File: src/rtl/rsm_mem_io.sv
// Memory and memory-mapped I/O for the Simple RISC Machine: RAM, LED, HEX and switch
// port behind one address space, accessed via a cmd/ready handshake with wait states.
module rsm_mem_io #(
    parameter int                DATA_W      = 16,
    parameter int                ADDR_W      = 9,
    parameter int                RAM_AW      = 8,
    parameter int                LED_W       = 10,
    parameter int                SW_W        = 8,
    parameter logic [ADDR_W-1:0] LED_ADDR    = 9'h100,
    parameter logic [ADDR_W-1:0] HEX_ADDR    = 9'h120,
    parameter logic [ADDR_W-1:0] SW_ADDR     = 9'h140,
    parameter int                WAIT_CYCLES = 0
) (
    input  logic              clk,
    input  logic              reset,
    input  logic [1:0]        mem_cmd,
    input  logic [ADDR_W-1:0] mem_addr,
    input  logic [DATA_W-1:0] mem_wdata,
    output logic [DATA_W-1:0] mem_rdata,
    output logic              mem_ready,
    output logic              busy,
    input  logic [SW_W-1:0]   sw,
    output logic [LED_W-1:0]  ledr,
    output logic [DATA_W-1:0] hex_data,
    output logic              err
);

    localparam int RAM_DEPTH = 1 << RAM_AW;

    typedef enum logic [1:0] {S_IDLE, S_WAIT, S_DONE} state_t;

    state_t              r_state;
    state_t              w_state_next;
    logic [3:0]          r_cnt;
    logic                r_wr;
    logic [ADDR_W-1:0]   r_addr;
    logic [DATA_W-1:0]   r_wdata;
    logic [DATA_W-1:0]   r_rdata;
    logic [LED_W-1:0]    r_ledr;
    logic [DATA_W-1:0]   r_hex;
    logic                r_err;
    logic [SW_W-1:0]     r_sw_meta;
    logic [SW_W-1:0]     r_sw_sync;
    logic [DATA_W-1:0]   r_ram [RAM_DEPTH];

    logic                w_cmd_valid;
    logic                w_fire;
    logic                w_sel_ram;
    logic                w_sel_led;
    logic                w_sel_hex;
    logic                w_sel_sw;
    logic                w_unmapped;
    logic [DATA_W-1:0]   w_led_ext;
    logic [DATA_W-1:0]   w_sw_ext;
    logic [DATA_W-1:0]   w_rd_val;

    assign w_cmd_valid = (mem_cmd == 2'b01) || (mem_cmd == 2'b10);
    assign w_fire      = (r_state == S_WAIT) && (r_cnt == 4'd0);

    // Decode always uses the latched address so the CPU may change mem_addr mid-access.
    assign w_sel_ram   = (r_addr[ADDR_W-1:RAM_AW] == '0);
    assign w_sel_led   = (r_addr == LED_ADDR);
    assign w_sel_hex   = (r_addr == HEX_ADDR);
    assign w_sel_sw    = (r_addr == SW_ADDR);
    assign w_unmapped  = !(w_sel_ram || w_sel_led || w_sel_hex || w_sel_sw);

    always_comb begin
        w_led_ext              = '0;
        w_led_ext[LED_W-1:0]   = r_ledr;
        w_sw_ext               = '0;
        w_sw_ext[SW_W-1:0]     = r_sw_sync;
        w_rd_val               = '0;
        if (w_sel_ram)
            w_rd_val = r_ram[r_addr[RAM_AW-1:0]];
        else if (w_sel_led)
            w_rd_val = w_led_ext;
        else if (w_sel_hex)
            w_rd_val = r_hex;
        else if (w_sel_sw)
            w_rd_val = w_sw_ext;
    end

    always_comb begin
        w_state_next = r_state;
        case (r_state)
            S_IDLE:  if (w_cmd_valid) w_state_next = S_WAIT;
            S_WAIT:  if (r_cnt == 4'd0) w_state_next = S_DONE;
            S_DONE:  w_state_next = S_IDLE;
            default: w_state_next = S_IDLE;
        endcase
    end

    always_ff @(posedge clk or negedge reset) begin
        if (!reset)
            r_state <= S_IDLE;
        else
            r_state <= w_state_next;
    end

    assign busy      = (r_state == S_WAIT);
    assign mem_ready = (r_state == S_DONE);

    always_ff @(posedge clk or negedge reset) begin
        if (!reset) begin
            r_cnt     <= '0;
            r_wr      <= 1'b0;
            r_addr    <= '0;
            r_wdata   <= '0;
            r_rdata   <= '0;
            r_ledr    <= '0;
            r_hex     <= '0;
            r_err     <= 1'b0;
            r_sw_meta <= '0;
            r_sw_sync <= '0;
        end else begin
            r_sw_meta <= sw;
            r_sw_sync <= r_sw_meta;
            if (r_state == S_IDLE && w_cmd_valid) begin
                r_wr    <= (mem_cmd == 2'b10);
                r_addr  <= mem_addr;
                r_wdata <= mem_wdata;
                r_cnt   <= 4'(WAIT_CYCLES);
            end else if (r_state == S_WAIT && r_cnt != 4'd0) begin
                r_cnt <= r_cnt - 4'd1;
            end
            if (w_fire) begin
                if (w_unmapped)
                    r_err <= 1'b1;
                if (r_wr) begin
                    if (w_sel_led) r_ledr <= r_wdata[LED_W-1:0];
                    if (w_sel_hex) r_hex  <= r_wdata;
                end else begin
                    r_rdata <= w_rd_val;
                end
            end
        end
    end

    // RAM contents are deliberately left out of reset.
    always_ff @(posedge clk) begin
        if (w_fire && r_wr && w_sel_ram)
            r_ram[r_addr[RAM_AW-1:0]] <= r_wdata;
    end

    assign mem_rdata = r_rdata;
    assign ledr      = r_ledr;
    assign hex_data  = r_hex;
    assign err       = r_err;

endmodule

File: config.mk
export PLATFORM = sky130hd
export DESIGN_NAME = rsm_mem_io
export DESIGN_NICKNAME = d
export VERILOG_FILES = /design/src/rtl/rsm_mem_io.sv
export SDC_FILE = /design/constraint.sdc
export NUM_CORES = 2
export LEC_CHECK = 0
export ABC_AREA = 0
export BUFFER_PORTS_ARGS = -buffer_cell sky130_fd_sc_hd__clkbuf_2
export CAP_MARGIN = 25
export CORE_AREA = 2 2 521 652
export DETAILED_ROUTE_END_ITERATION = 8
export DIE_AREA = 0 0 523 654
export GPL_TIMING_DRIVEN = 1
export MAX_ROUTING_LAYER = met4
export PLACE_DENSITY = 0.65
export REMOVE_ABC_BUFFERS = 1
export SLEW_MARGIN = 20
export SYNTH_ARGS = -nofsm -noshare
export SYNTH_HDL_FRONTEND = slang
export SYNTH_SLANG_ARGS = --single-unit
File: constraint.sdc
create_clock -name clk -period 4.3 [get_ports clk]
set_input_delay 0.645 -clock clk [delete_from_list [all_inputs] [get_ports clk]]
set_output_delay 0.645 -clock clk [all_outputs]
set_load 0.01 [all_outputs]
Word level (Yosys, flattened, before mapping)
Memories as Yosys holds them, arrays and structs flattened.
Index checks and enable logic that the tools add are counted.
W data, S select, Z words.
Operators by class
  $add $sub $neg: 1
  equality and inequality tests: 9
  muxes and demuxes: 11
  bitwise logic cells: 3
  reductions and logical operators: 18
Operator list (number)
  $mux W16: 3
  $eq A9 B9 Y1 const B: 3
  $mux W4: 2
  $mux W8: 1
  $reduce_and A2 Y1: 3
  $reduce_and A3 Y1: 2
  $logic_and A1 B1 Y1: 5
  $eq A2 B1 Y1 const B: 2
  $eq A2 B2 Y1 const B: 2
  $logic_not A4 Y1: 1
  $logic_or A1 B1 Y1: 4
  $mux W2: 2
  $pmux W2 S2: 1
  $reduce_bool A4 Y1: 1
  $sub A4 B1 Y4 const B: 1
  $not A1 Y1: 3
  $logic_not A2 Y1: 1
  $mux W1: 2
  $ne A2 B1 Y1 const B: 1
  $ne A2 B2 Y1 const B: 1
  $reduce_bool A2 Y1: 1
Word-level totals
  bits in registers: 91
  RAM bits: 4096
  input port bits: 37
  output and inout bits: 45
  logic and storage cells: 54
  memories kept: 1
Memory list
  r_ram: words 256, width 16, rd ports 1, clocked after Yosys merged registers in 0, write ports 1, line 44  | logic [DATA_W-1:0] r_ram [RAM_DEPTH];

Depth between registers and ports, before layout
  depth after elaboration: 6
  depth in mapped cells: 13
  gate-level depth less buffers: 9

Least setup slack after synthesis
Ideal clock, no wire load.
  path kind: flip-flop to flip-flop
  start point: register r_wdata[0]
  end point: memory r_ram[0][0], data pin
  setup time: 807 ps
  data arrival time: 3202 ps
  data required time: 3493 ps
  path slack: 291 ps
  cell stages (with the launch flop): 1
  path buffers: 0
  period minus slack after synthesis: 4009 ps
  path through: dfrtp_1
RTL lines
  from (decl): line 37  | logic [DATA_W-1:0] r_wdata;
  from (signal assigned): line 121  | r_wdata <= mem_wdata;
  to (decl): line 44
No word-level cell before the write port.

Final worst setup path
  start point: register r_addr[0]
  end point: register r_rdata[6] (netlist: mem_rdata[6])
Between the ends
  word-level cells in the longest chain between the ends: 5
  elaborated cells on any way between the ends: 8
  classes of those cells: eq/ne: 3; mux: 4; memory: 1
RTL lines
  from (decl): line 36  | logic [ADDR_W-1:0] r_addr;
  from (signal assigned): line 120  | r_addr <= mem_addr;
  parallel branches: the longest is 4 deep, another holds $mem_v2 Z256 W16
  $mux W16 (*): line 73  | if (w_sel_ram)
  to (signal assigned): line 133  | r_rdata <= w_rd_val;
  to (decl): line 38  | logic [DATA_W-1:0] r_rdata;
Mark *: on every way between the ends.
A chain may end at the register's enable or synchronous reset.

==> impl_metrics.ini <==
[sta]
tightestPinTransition_ns = 1.14
hold_ws_ns = 0.0721
worst_slack_ns = 0.0911
fmax_mhz = 238
fin_crit_sh_pct = 97.9
grt_setup_unrepaired = no
slew_headroom_pct = 23.8
finalSetupViolations = 0
clock_skew_ns = 0.0598
fin_crit_ns = 4.21
hold_viol_final = 0
slew_viol_final = 0

[synth]
syn-mean-instance-area_um2 = 21.6
synth_ff_type = edfxtp_1
syn_area_um2 = 160000
yosysTopAreaCell = edfxtp_1
synthCells = 7418
synth_edf_count = 4096
yosys-top-cells-area = edfxtp_1 (77%), mux4_2 (12%), mux2i_1 (2.7%), a22oi_1 (1.5%), dfrtp_1 (1.4%)
yosys.cell_types.count = 69
synth_warnings = 0
ys_ff_latch = 4187
synth_top_area_share_pct = 76.6
async_flop_share_pct = 2.17
yosysSeqAreaShare_pct = 78.1

[worst_hold_path]
hold_class = input pin to register

[clock_network]
clk_path_buf_depth = 4
ctsHtreeMaxLevel = 5
clk_pin_slew_ns = 0.07
clock-sinks = 4187
cts_setup_buffers = 0
numCtsBuffers = 381
insertion_delay_ns = 0.93
root_buffer = clkbuf_16
tritoncts = done

[power]
p_per_area_nw_per_um2 = 683
p_int_mw = 83.9
switching_power_mw = 41.2
p_leak_nw = 58.4
pwr-share-comb_pct = 30.3
switching_share_pct = 32.9
p_clk_share_pct = 27.1
vdd_drop_max_mv = 0.767
power_frac_seq_pct = 42.6

[worst_setup_path]
slowest_stage = dfrtp_4
cp_common_cell = buf_4
worst_path_largest_cell_delay_ns = 0.82
crit_family = simple AND/OR/NAND/NOR gates
end_kind = register
crit_buf_inv = 4
required_ns = 5.10
critPathKind = register to register
crit_chain = buf_4 -> and2_4 -> buf_12 -> buf_4 -> buf_4 -> a22oi_1 -> nand3_1 -> a41oi_1 -> nor3_2 -> a21o_1 -> o211ai_1
crit_fanout = 21
crit_arrival_ns = 5.01
start_kind = register

[placement]
io_buffers = 81
dp.cells = 12200
placed_area_um2 = 171000
gp_congestion = 0.941
pre_cts_slack_ns = -0.0419
hpwl_um = 271000

[global_routing]
gr-usage-all-layers_pct = 26.0
grt.overflow.total = 0
grt_pass1_wl_um = 612000
antenna_found_initial = 24
grt_max_degree = 171
grt_pass1_vias = 80300

[floorplanning]
die_y_um = 654
row_count = 238
start_util_pct = 47.8
die_area_um2 = 342000
core-area_um2 = 336000
die_x_um = 523
io_pins = 82

[routing]
wl_per_cell_um = 33.7
first_iter_violations = 11400
postRouteAntennaNets = 0
num_vias = 81000
vias_per_cell = 6.28
route.detailed.drc = 0
drtPass1Iterations = 6
drt_wl_total_um = 435000

[layout]
drive_above_1_share_pct = 27.2
final_cell_area_um2 = 183000
fin_util_pct = 54.6
final_cells = 12900
nets = 8183
syn_to_final_growth_pct = 14.1

[job]
maxCapViolCount = 0

[run_status]
outcome = finished, final reports clean
-- worst register-to-register path, stage by stage (launching register included) --
cell and delay, ns:
dfrtp_4 0.82, buf_4 0.43, and2_4 0.49, buf_12 0.26, buf_4 0.22, buf_4 0.16
a22oi_1 0.07, nand3_1 0.10, a41oi_1 0.37, nor3_2 0.74, a21o_1 0.32, o211ai_1 0.13
-- synth_stat cells, types with 23 or more instances --
cell	count
buf_6	24
o22ai_1	23
nand2_1	118
a22o_1	34
a211oi_1	39
buf_2	163
a21oi_1	95
mux4_2	857
a22oi_1	320
a221oi_1	45
mux2_2	86
clkbuf_1	161
nor2_1	326
buf_4	48
mux2i_1	429
edfxtp_1	4096
buf_1	35
dfrtp_1	91
a41oi_1	23
o21ai_0	69
nand3_1	102
nor2b_1	36
-- registers in the layout, indices dropped and copies added, names as in the netlist, 8 cells and up --
signal and count:
hex_data 16, ledr 10, mem_rdata 16, r_addr 9, r_ram 4096, r_sw_meta 8
r_sw_sync 8, r_wdata 16
-- cell type report --
cell class                      count  area, um2
Multi-Input combinational cell   2791      33100
Tap cell                         4440       5560
Fill cell                       24900     152000
Timing Repair Buffer              777       6810
Inverter                            6       25.0
Sequential cell                  4187     125000
Antenna cell                       14       35.0
Clock buffer                      457      10000
Clock inverter                    227       2240
-- final timing paths --
path,start,to,slack [ns],cells past startpoint
max,r_addr[0],mem_rdata[6],0.09,11
min,mem_addr[0],r_addr[0],0.07,3
max reg2reg,r_addr[0],mem_rdata[6],0.09,11
min reg2reg,r_sw_meta[1],r_sw_sync[1],0.36,0
max in group asynchronous,reset,mem_rdata[7],3.15,3
min in group asynchronous,reset,ledr[9],0.36,2
-- cells in the final DEF, fill, tap and decap left out, types with 84 or more instances in the layout --
| cell type | instances |
|---|---|
| mux4_2 | 857 |
| nand3_1 | 102 |
| nand2_1 | 103 |
| a22oi_1 | 320 |
| buf_4 | 579 |
| a21oi_1 | 95 |
| mux2_2 | 86 |
| nor2_1 | 322 |
| clkinv_1 | 84 |
| edfxtp_1 | 4096 |
| clkbuf_16 | 390 |
| buf_12 | 85 |
| mux2i_1 | 429 |
-- power groups by stage --
stage	registers (mW)	clock network, mW	logic, mW
2_1_floorplan	57.4	0	11.5
3_3_place_gp	54.2	0	36.9
3_5_place_dp	54.2	0	37.7
4_1_cts	53.3	34.3	37.8
5_1_grt	53.3	35.7	39.4
6_report	53.3	33.9	37.9
-- layer usage --
layer / wire length, um / vias to the layer above / share of wire [%] / track usage, %
li1: - / 32600 / - / -
met2: 214000 / 4281 / 49 / 41.3
met3: 39700 / 752 / 9.1 / 4.74
met4: 18300 / 0 / 4.2 / 9.41
met1: 163000 / 43300 / 38 / 33.7
met5: 0 / - / 0 / -
-- cell families (layout without fill, tap and decap cells) --
family | Yosys count | after routing | synth area share, %
flip-flops | 4187 | 4187 | 78.1
other | 0 | 14 | 0
adder cells (fa/ha/maj) | 2 | 2 | 0.0156
buffers and inverters | 440 | 1467 | 1.40
XOR/XNOR | 3 | 3 | 0.0164
AND/OR/NAND/NOR | 663 | 663 | 1.83
multiplexers | 1372 | 1372 | 15.3
AO/OA/AOI/OAI | 751 | 751 | 3.37
-- metrics by stage --
stage	setup TNS [ns]	total power [mW]
6_report	0	125
5_1_grt	0	128
4_1_cts	0	125
3_5_place_dp	-0.0419	91.9
3_3_place_gp	-0.529	91.1
2_1_floorplan	-	68.9
-- timing repair --
action	4_1_cts	5_1_grt
hold buffers	29	0
endpoints found under the setup margin	1	0
gates resized for setup	2	0
endpoints found under the hold margin	108	0
Note: power is estimated with default switching activity, not from simulation.
